$ cat src/rtl/stream_demux_pkg.sv
// -----------------------------------------------------------------------------
// stream_demux_pkg
// Shared types and constants for the stream_demux block.
//   state_e : routing FSM states (ST_IDLE waits for a packet's first beat,
//             ST_PKT keeps routing to the locked channel until the last beat)
//   CNT_W   : width of each optional per-channel packet counter
//   sel_w() : channel-select width for a given channel count
// -----------------------------------------------------------------------------
package stream_demux_pkg;

  typedef enum logic {
    ST_IDLE = 1'b0,
    ST_PKT  = 1'b1
  } state_e;

  localparam int CNT_W = 8;

  // Never narrower than one bit, so a select port always exists.
  function automatic int sel_w(input int n_ch);
    return (n_ch > 1) ? $clog2(n_ch) : 1;
  endfunction

endpackage : stream_demux_pkg

$ cat src/rtl/stream_demux_hold.sv
// -----------------------------------------------------------------------------
// stream_demux_hold
// One-entry valid/ready register slice carrying payload, destination channel
// and last flag. Supports a full beat per cycle: a drain and a reload in the
// same cycle keep the entry valid with no bubble.
// Ports:
//   clk, rst_n    clock, asynchronous active-low reset
//   in_valid_i    upstream beat valid
//   in_ready_o    slice can take a beat (empty, or draining this cycle)
//   in_data_i     upstream payload
//   in_ch_i       destination channel of the upstream beat
//   in_last_i     upstream last-beat flag
//   out_valid_o   slice holds a beat
//   out_ready_i   ready of the channel the held beat is destined for
//   out_data_o    held payload
//   out_ch_o      held destination channel
//   out_last_o    held last-beat flag
// -----------------------------------------------------------------------------
module stream_demux_hold #(
  parameter int DATA_W = 8,
  parameter int SEL_W  = 2
) (
  input  logic              clk,
  input  logic              rst_n,
  input  logic              in_valid_i,
  output logic              in_ready_o,
  input  logic [DATA_W-1:0] in_data_i,
  input  logic [SEL_W-1:0]  in_ch_i,
  input  logic              in_last_i,
  output logic              out_valid_o,
  input  logic              out_ready_i,
  output logic [DATA_W-1:0] out_data_o,
  output logic [SEL_W-1:0]  out_ch_o,
  output logic              out_last_o
);

  logic              valid_q, valid_d;
  logic [DATA_W-1:0] data_q,  data_d;
  logic [SEL_W-1:0]  ch_q,    ch_d;
  logic              last_q,  last_d;
  logic              load;

  assign in_ready_o = !valid_q || out_ready_i;
  assign load       = in_valid_i && in_ready_o;

  // NOTE: every signal assigned in always_comb gets a default first so that
  // no path leaves it unassigned, which would infer a latch.
  always_comb begin
    valid_d = valid_q;
    data_d  = data_q;
    ch_d    = ch_q;
    last_d  = last_q;
    if (load) begin
      valid_d = 1'b1;
      data_d  = in_data_i;
      ch_d    = in_ch_i;
      last_d  = in_last_i;
    end else if (out_ready_i) begin
      valid_d = 1'b0;
    end
  end

  // NOTE: the payload registers are reset along with valid because out_data
  // and out_last are observable as zero straight out of reset.
  // NOTE: state registers use non-blocking assignments so every flop samples
  // its pre-edge value regardless of statement order.
  always_ff @(posedge clk or negedge rst_n) begin
    if (!rst_n) begin
      valid_q <= 1'b0;
      data_q  <= '0;
      ch_q    <= '0;
      last_q  <= 1'b0;
    end else begin
      valid_q <= valid_d;
      data_q  <= data_d;
      ch_q    <= ch_d;
      last_q  <= last_d;
    end
  end

  assign out_valid_o = valid_q;
  assign out_data_o  = data_q;
  assign out_ch_o    = ch_q;
  assign out_last_o  = last_q;

endmodule : stream_demux_hold

$ cat src/rtl/stream_demux.sv
// -----------------------------------------------------------------------------
// stream_demux
// 1-to-N_CH packet stream demultiplexer. The destination is taken from in_sel
// on a packet's first beat and held until in_last is accepted. One registered
// output stage (stream_demux_hold) drives a shared data bus qualified by a
// one-hot per-channel valid.
// Optional feature macro: STREAM_DEMUX_PKT_CNT_EN adds 8-bit wrapping
// per-channel packet counters on port pkt_cnt (channel c at pkt_cnt[c*8+:8]).
// Ports:
//   clk, rst_n  clock, asynchronous active-low reset
//   pkt_cnt     per-channel packet counts (only with STREAM_DEMUX_PKT_CNT_EN)
//   in_valid    input beat valid
//   in_ready    input beat accepted when in_valid & in_ready
//   in_data     input payload
//   in_sel      destination channel, sampled on a packet's first beat only
//   in_last     final beat of packet
//   out_valid   one-hot (or zero) per-channel valid
//   out_ready   per-channel ready
//   out_data    shared payload bus
//   out_last    final-beat flag
// -----------------------------------------------------------------------------
module stream_demux
  import stream_demux_pkg::*;
#(
  parameter  int DATA_W = 8,
  parameter  int N_CH   = 4,
  localparam int SEL_W  = sel_w(N_CH)
) (
  input  logic                  clk,
  input  logic                  rst_n,
`ifdef STREAM_DEMUX_PKT_CNT_EN
  output logic [N_CH*CNT_W-1:0] pkt_cnt,
`endif
  input  logic                  in_valid,
  output logic                  in_ready,
  input  logic [DATA_W-1:0]     in_data,
  input  logic [SEL_W-1:0]      in_sel,
  input  logic                  in_last,
  output logic [N_CH-1:0]       out_valid,
  input  logic [N_CH-1:0]       out_ready,
  output logic [DATA_W-1:0]     out_data,
  output logic                  out_last
);

  state_e           state_q, state_d;
  logic [SEL_W-1:0] lock_q,  lock_d;
  logic [SEL_W-1:0] route_ch;
  logic             accept;
  logic             hold_valid;
  logic [SEL_W-1:0] hold_ch;
  logic             hold_ready;

  // Mid-packet beats ignore in_sel and follow the channel locked on beat one.
  assign route_ch   = (state_q == ST_PKT) ? lock_q : in_sel;
  assign accept     = in_valid && in_ready;
  // Only the ready of the channel the held beat targets matters.
  assign hold_ready = out_ready[hold_ch];

  always_comb begin
    state_d = state_q;
    lock_d  = lock_q;
    unique case (state_q)
      ST_IDLE: if (accept && !in_last) begin
        state_d = ST_PKT;
        lock_d  = in_sel;
      end
      ST_PKT:  if (accept && in_last) begin
        state_d = ST_IDLE;
      end
      default: state_d = ST_IDLE;
    endcase
  end

  always_ff @(posedge clk or negedge rst_n) begin
    if (!rst_n) begin
      state_q <= ST_IDLE;
      lock_q  <= '0;
    end else begin
      state_q <= state_d;
      lock_q  <= lock_d;
    end
  end

  stream_demux_hold #(
    .DATA_W (DATA_W),
    .SEL_W  (SEL_W)
  ) u_hold (
    .clk         (clk),
    .rst_n       (rst_n),
    .in_valid_i  (in_valid),
    .in_ready_o  (in_ready),
    .in_data_i   (in_data),
    .in_ch_i     (route_ch),
    .in_last_i   (in_last),
    .out_valid_o (hold_valid),
    .out_ready_i (hold_ready),
    .out_data_o  (out_data),
    .out_ch_o    (hold_ch),
    .out_last_o  (out_last)
  );

  assign out_valid = hold_valid ? (N_CH'(1) << hold_ch) : '0;

`ifdef STREAM_DEMUX_PKT_CNT_EN
  // A packet counts when its last beat completes the output handshake.
  for (genvar c = 0; c < N_CH; c++) begin : g_cnt
    logic [CNT_W-1:0] cnt_q;
    always_ff @(posedge clk or negedge rst_n) begin
      if (!rst_n) begin
        cnt_q <= '0;
      end else if (out_valid[c] && out_ready[c] && out_last) begin
        cnt_q <= cnt_q + CNT_W'(1);
      end
    end
    assign pkt_cnt[c*CNT_W +: CNT_W] = cnt_q;
  end
`endif

endmodule : stream_demux

$ cat config.mk
export PLATFORM = sky130hd
export DESIGN_NAME = stream_demux
export DESIGN_NICKNAME = d
export VERILOG_FILES = /design/src/rtl/stream_demux_pkg.sv /design/src/rtl/stream_demux_hold.sv /design/src/rtl/stream_demux.sv
export SDC_FILE = /design/constraint.sdc
export NUM_CORES = 1
export LEC_CHECK = 0
export CELL_PAD_IN_SITES_DETAIL_PLACEMENT = 1
export CELL_PAD_IN_SITES_GLOBAL_PLACEMENT = 2
export CORE_MARGIN = 2
export CORE_UTILIZATION = 38
export CTS_CLUSTER_DIAMETER = 50
export DETAILED_ROUTE_END_ITERATION = 10
export DONT_BUFFER_PORTS = 1
export HOLD_SLACK_MARGIN = 0.1
export PLACE_DENSITY_LB_ADDON = 0.1
export RECOVER_POWER = 100
export SYNTH_ARGS = -nofsm -noshare
export SYNTH_HDL_FRONTEND = slang
export SYNTH_SLANG_ARGS = --single-unit
$ cat constraint.sdc
create_clock -name clk -period 5.7 [get_ports clk]
set_clock_uncertainty 0.2 [all_clocks]
set_input_delay 1.14 -clock clk [delete_from_list [all_inputs] [get_ports clk]]
set_output_delay 1.14 -clock clk [all_outputs]
set_load 0.02 [all_outputs]
==> impl_metrics.ini, run 1 <==
[route]
wire_per_inst_microns = 18.85
iteration_0_drc_count_of_the_detailed_router = 2
avgViaCountPerCell = 5.985
detailedRoute.firstPassIterationCount = 3
final_antenna_net_count = 0
drt_wl_total_mm = 1.263
drc = 0
detailroute.via_count = 401

[final_layout]
final_layout_size_suffix_gt1_share_pct = 27.45
final_nets = 70
fill_cells = 168
diodes_inserted = 0
flow.area_growth_from_synthesis_pct = 4.023
most_common_library_cell_in_the_layout_ignoring_fill_and_taps = dfrtp_1
layout_common_cells = dfrtp_1, mux2_2, nor2_1, nand2_1, clkbuf_4

[pwr]
p_seq_share_pct = 56.6
power_leakage_nw = 0.2962
power_switching_share_pct = 41.12
int_power_mw = 0.2378
vdd_ir_drop_max_mv = 0.2093
total_switching_power_mw = 0.1661
power_density_nw_per_um2 = 594.5
share_comb_of_total_power_pct = 29.1
p_clk_share_pct = 14.3

[synth]
yosys_warnings = 0
netlist_area_pre_place_sq_um = 653.1
ys_ff_latch = 15
synthDistinctLibCells = 15
synth.yosys.seq_area_share_pct = 57.47
synth_top_area_cell = dfrtp_1
async_set_or_reset_register_ratio_after_synthesis_pct = 100.0
synth.avg_cell_area_sq_um = 13.61
synth_nets = 66
netlist_top_cells_area = dfrtp_1, mux2_2, mux2_4
cell_count_after_synthesis = 48
post_synth_edffs = 0
synthDominantCellAreaShare_pct = 57.47
postSynth.topFlopCell = dfrtp_1

[cts]
clockRootBuffer = clkbuf_4
cts.repair.resized = 0
ctsHtreeMaxLevel = 1
clock_latency_ps = 270
ctsHoldBuffers = 0
worst_setup_hold_path_clk_slew_ps = 80
tritoncts.num_buffers = 3
max-clock-path-buffers = 2
clock_sinks = 15
cts_tree = done
post_cts.repair.setup_buffers = 0

[die]
die_area_sq_um = 2066
height_of_the_chip_microns = 45.46
die_width_microns = 45.46
fp.coreArea_sq_um = 1559
start_util_pct = 41.89
rows = 14
floorplan.io_pins = 32

[timing]
grt_setup_unrepaired = false
whs_ps = 314.7
final.setup.worst_slack_ps = 2603
timing.final.setup_violations = 0
max_freq_ghz = 0.3228
finalSetupTns_ps = 0
max_slew_margin_pct = 18.73
finalHoldViolCount = 0
report.final.slew_viol_count = 0
worst_pin_slew_ps = 1219
min_period_ps = 3097
final_min_period_over_clock_period_pct = 54.34

[critical_path]
worstPathMaxFanout = 4
critPathArrivalTime_ps = 1760
max_stage_delay_ps = 310
critPathKind = primary input to primary output
cp_cell_sequence = mux2_1, o22a_1
worst-endpoint-required_ps = 4360
timing.critical_path.from_type = primary input
worstPathBufferInverterCount = 0
crit_path_top_delay_cell = o22a_1
setup.worst_path.end_class = primary output
r2r_slack_ps = 3010
crit_family = compound AO/OA/AOI/OAI gates

[grt]
first_global_vias = 448
largest_net_degree_at_the_start_of_global_routing = 16
groute.usage.overall_pct = 14.52
antenna_found_initial = 0
leftover_overflow_at_the_end_of_global_routing = 0
grt_first_pass_wirelength_mm = 2.035

[placement]
io_buf_count = 0
preCtsSetupSlack_ps = 2641
placed_wire_length_estimate_mm = 1.030
replace_congestion = 0.7219

[job]
max-cap-violations = 0

[hold_path]
hold_path_class = flip-flop to flip-flop

[status]
status = finished, final reports clean
-- power by group through the flow --
stage	logic [mW]	registers, mW	clock network (mW)
2_1_floorplan	0.114	0.218	0
3_3_place_gp	0.120	0.228	0
3_5_place_dp	0.126	0.232	0
4_1_cts	0.127	0.230	0.0613
5_1_grt	0.131	0.236	0.0695
6_report	0.118	0.229	0.0577
-- Yosys cell counts (2+ instances only) --
library cell  number
dfrtp_1           15
nand2_1            3
o21ai_0            2
mux2i_1            2
nor2_1             4
nand2b_1           2
mux2_4             2
mux2_2            11
-- sequential cells by signal, summed over array words and instances (netlist names), named ones only --
register / count
u_hold.out_data_o: 8
u_hold.out_valid_o: 1
lock_q: 2
u_hold.out_last_o: 1
u_hold.out_ch_o: 2
-- path summary, 6_finish.rpt --
kind / start / end / cells after the start
max: out_ready[3] / in_ready / 2
min: lock_q[0]$_DFFE_PN0P_ / lock_q[0]$_DFFE_PN0P_ / 1
max reg2reg: u_hold.out_ch_o[1]$_DFFE_PN0P_ / lock_q[0]$_DFFE_PN0P_ / 4
min reg2reg: lock_q[0]$_DFFE_PN0P_ / lock_q[0]$_DFFE_PN0P_ / 1
max in group asynchronous: rst_n / u_hold.out_data_o[6]$_DFFE_PN0P_ / 0
min in group asynchronous: rst_n / u_hold.out_ch_o[1]$_DFFE_PN0P_ / 0
-- through the flow --
step | std cells | utilization, % | area (sq um) | power (mW)
floorplan | 48 | - | 653.1 | 0.3320
global placement | 63 | 42.86 | 668.1 | 0.3478
detailed placement | 63 | 42.86 | 668.1 | 0.3586
CTS | 67 | 44.54 | 694.4 | 0.4181
global route | 67 | 43.58 | 679.4 | 0.4358
finish | 67 | 43.58 | 679.4 | 0.4039
-- cells by family after synthesis --
kind of cell	share of synthesized area, %
buffers and inverters	1.340
AND/OR/NAND/NOR	7.662
AO/OA/AOI/OAI	6.896
flip-flops	57.47
multiplexers	26.63
-- routing by layer --
metal	track usage, %	wire, microns
met5	0	0
met1	13.73	395
met3	5.952	112
met4	7.059	14
met2	26.48	741
-- layout make-up --
class,instances,area (sq um),area share (%)
multi-input cells,31,254.0,37.38
well taps,16,20.02,2.947
flip-flops and latches,15,375.4,55.25
clock buffers,4,26.28,3.867
inverters,1,3.754,0.5525
No activity file was read; power rests on OpenSTA's default activity.
==> run 2, diff against run 1 <==
Settings changed: CORE_UTILIZATION 38 to 35.
Clock period 5.7 ns to 3.05 ns, I/O delays scaled along.
==> impl_metrics.ini, run 2 (synthesized netlist as in run 1, its figures left out) <==
[status]
status = finished, final reports clean

[placement]
preCtsSetupSlack_ps = 644.3
io_buf_count = 0
post_dp_cell_area_sq_um = 679.4
replace_congestion = 0.6753

[pwr]
vdd_ir_drop_max_mv = 0.4409
power_density_nw_per_um2 = 1083
power_leakage_nw = 0.3010

[grt]
groute.usage.overall_pct = 14.20
antenna_found_initial = 0
leftover_overflow_at_the_end_of_global_routing = 0
first_global_vias = 454
largest_net_degree_at_the_start_of_global_routing = 16
grt_first_pass_wirelength_mm = 2.090

[final_layout]
largest_register_ffs = 8
diodes_inserted = 0
final_nets = 71
most_common_library_cell_in_the_layout_ignoring_fill_and_taps = dfrtp_1
fin_util_pct = 40.50
layout_common_cells = dfrtp_1, mux2_2, nor2_1, nand2_1, clkbuf_4
stdcell_area_sq_um = 706.9
fill_cells = 192
flow.area_growth_from_synthesis_pct = 8.238
final_layout_size_suffix_gt1_share_pct = 28.85

[route]
detailedRoute.firstPassIterationCount = 2
final_antenna_net_count = 0
avgViaCountPerCell = 5.221
detailroute.via_count = 402
wire_per_inst_microns = 17.23
drc = 0
drt_wl_total_mm = 1.327
iteration_0_drc_count_of_the_detailed_router = 2

[critical_path]
reg2reg_depth = 4
setup.worst_path.end_class = flip-flop
rr_endpoint = lock_q[0]$_DFFE_PN0P_
r2r_slack_ps = 710
critPathArrivalTime_ps = 2300
reg2reg_from = u_hold.out_ch_o[1]$_DFFE_PN0P_
worstPathMaxFanout = 14
worst-endpoint-required_ps = 3010
critPathKind = flip-flop to flip-flop
timing.critical_path.from_type = flip-flop

[cts]
cts.repair.resized = 0
post_cts.repair.setup_buffers = 0
max-clock-path-buffers = 2
worst_setup_hold_path_clk_slew_ps = 90
cts_tree = done
ctsHtreeMaxLevel = 1
clockRootBuffer = clkbuf_4
tritoncts.num_buffers = 3
clock_sinks = 15
clock_latency_ps = 270

[die]
floorplan.io_pins = 32
fp.coreArea_sq_um = 1745
height_of_the_chip_microns = 47.20
start_util_pct = 37.42
rows = 15
die_area_sq_um = 2228
die_width_microns = 47.20

[timing]
report.final.slew_viol_count = 0
final_min_period_over_clock_period_pct = 76.84
max_freq_ghz = 0.4267
grt_setup_unrepaired = false
min_period_ps = 2344
finalSetupTns_ps = 0
worst_pin_slew_ps = 696.4
max_slew_margin_pct = 53.57
finalHoldViolCount = 0
timing.final.setup_violations = 0
whs_ps = 229.0
final.setup.worst_slack_ps = 706.4

[hold_path]
hold_path_class = primary input to flip-flop
worstHoldStart = in_valid
whs_path_depth = 1

[job]
max-cap-violations = 0
-- run 2: changes by cell type in the layout (fill, tap and decap cells not counted) --
| cell | change |
|---|---|
| o221ai_1 | -1 |
| o221ai_2 | +1 |
| dlygate4sd3_1 | +1 |
-- run 2: timing repair --
item,4_1_cts,5_1_grt
hold endpoints to repair,15,0
hold buffers,1,0
endpoints found under the setup margin,0,0
-- run 2: final cells by class --
| cell class | count | area, sq um | share of cell area, % |
|---|---|---|---|
| Clock buffer | 4 | 26.28 | 3.717 |
| Timing Repair Buffer | 1 | 10.01 | 1.416 |
| Sequential cell | 15 | 375.4 | 53.10 |
| Multi-Input combinational cell | 31 | 260.3 | 36.81 |
| Inverter | 1 | 3.754 | 0.5310 |
| Tap cell | 25 | 31.28 | 4.425 |
-- run 2: power breakdown --
part / total (mW) / leakage [nW] / internal [mW] / switching, mW
logic: 0.230 / 0.110 / 0.108 / 0.123
clock network: 0.108 / 0.0150 / 0.0506 / 0.0575
registers: 0.427 / 0.176 / 0.288 / 0.139
-- run 2: per-stage QoR --
step,cells,total power [mW]
floorplan,48,0.6205
finish,77,0.7654
global placement,72,0.6530
global route,77,0.8223
detailed placement,72,0.6767
CTS,77,0.7929
-- run 2: routing by layer --
layer  global-route usage (%)  part of all wire, %
met5                        0                    0
met4                    6.667                    0
met3                    4.231                  4.3
met2                    27.40                   60
met1                    13.46                   36
-- run 2: critical path: stages, from the launching register on --
cell and delay, ps:
dfrtp_1 450, mux2_1 380, o221ai_2 580, or3_1 260, mux2_1 360
-- run 2: worst max path at each step --
stage / start / to / cells past startpoint
2_1_floorplan: out_ready[3] / u_hold.out_data_o[0]$_DFFE_PN0P_ / 4
3_3_place_gp: out_ready[2] / lock_q[1]$_DFFE_PN0P_ / 4
3_5_place_dp: out_ready[2] / lock_q[0]$_DFFE_PN0P_ / 4
4_1_cts: u_hold.out_ch_o[1]$_DFFE_PN0P_ / lock_q[0]$_DFFE_PN0P_ / 4
5_1_grt: u_hold.out_ch_o[1]$_DFFE_PN0P_ / lock_q[0]$_DFFE_PN0P_ / 4
6_report: u_hold.out_ch_o[1]$_DFFE_PN0P_ / lock_q[0]$_DFFE_PN0P_ / 4
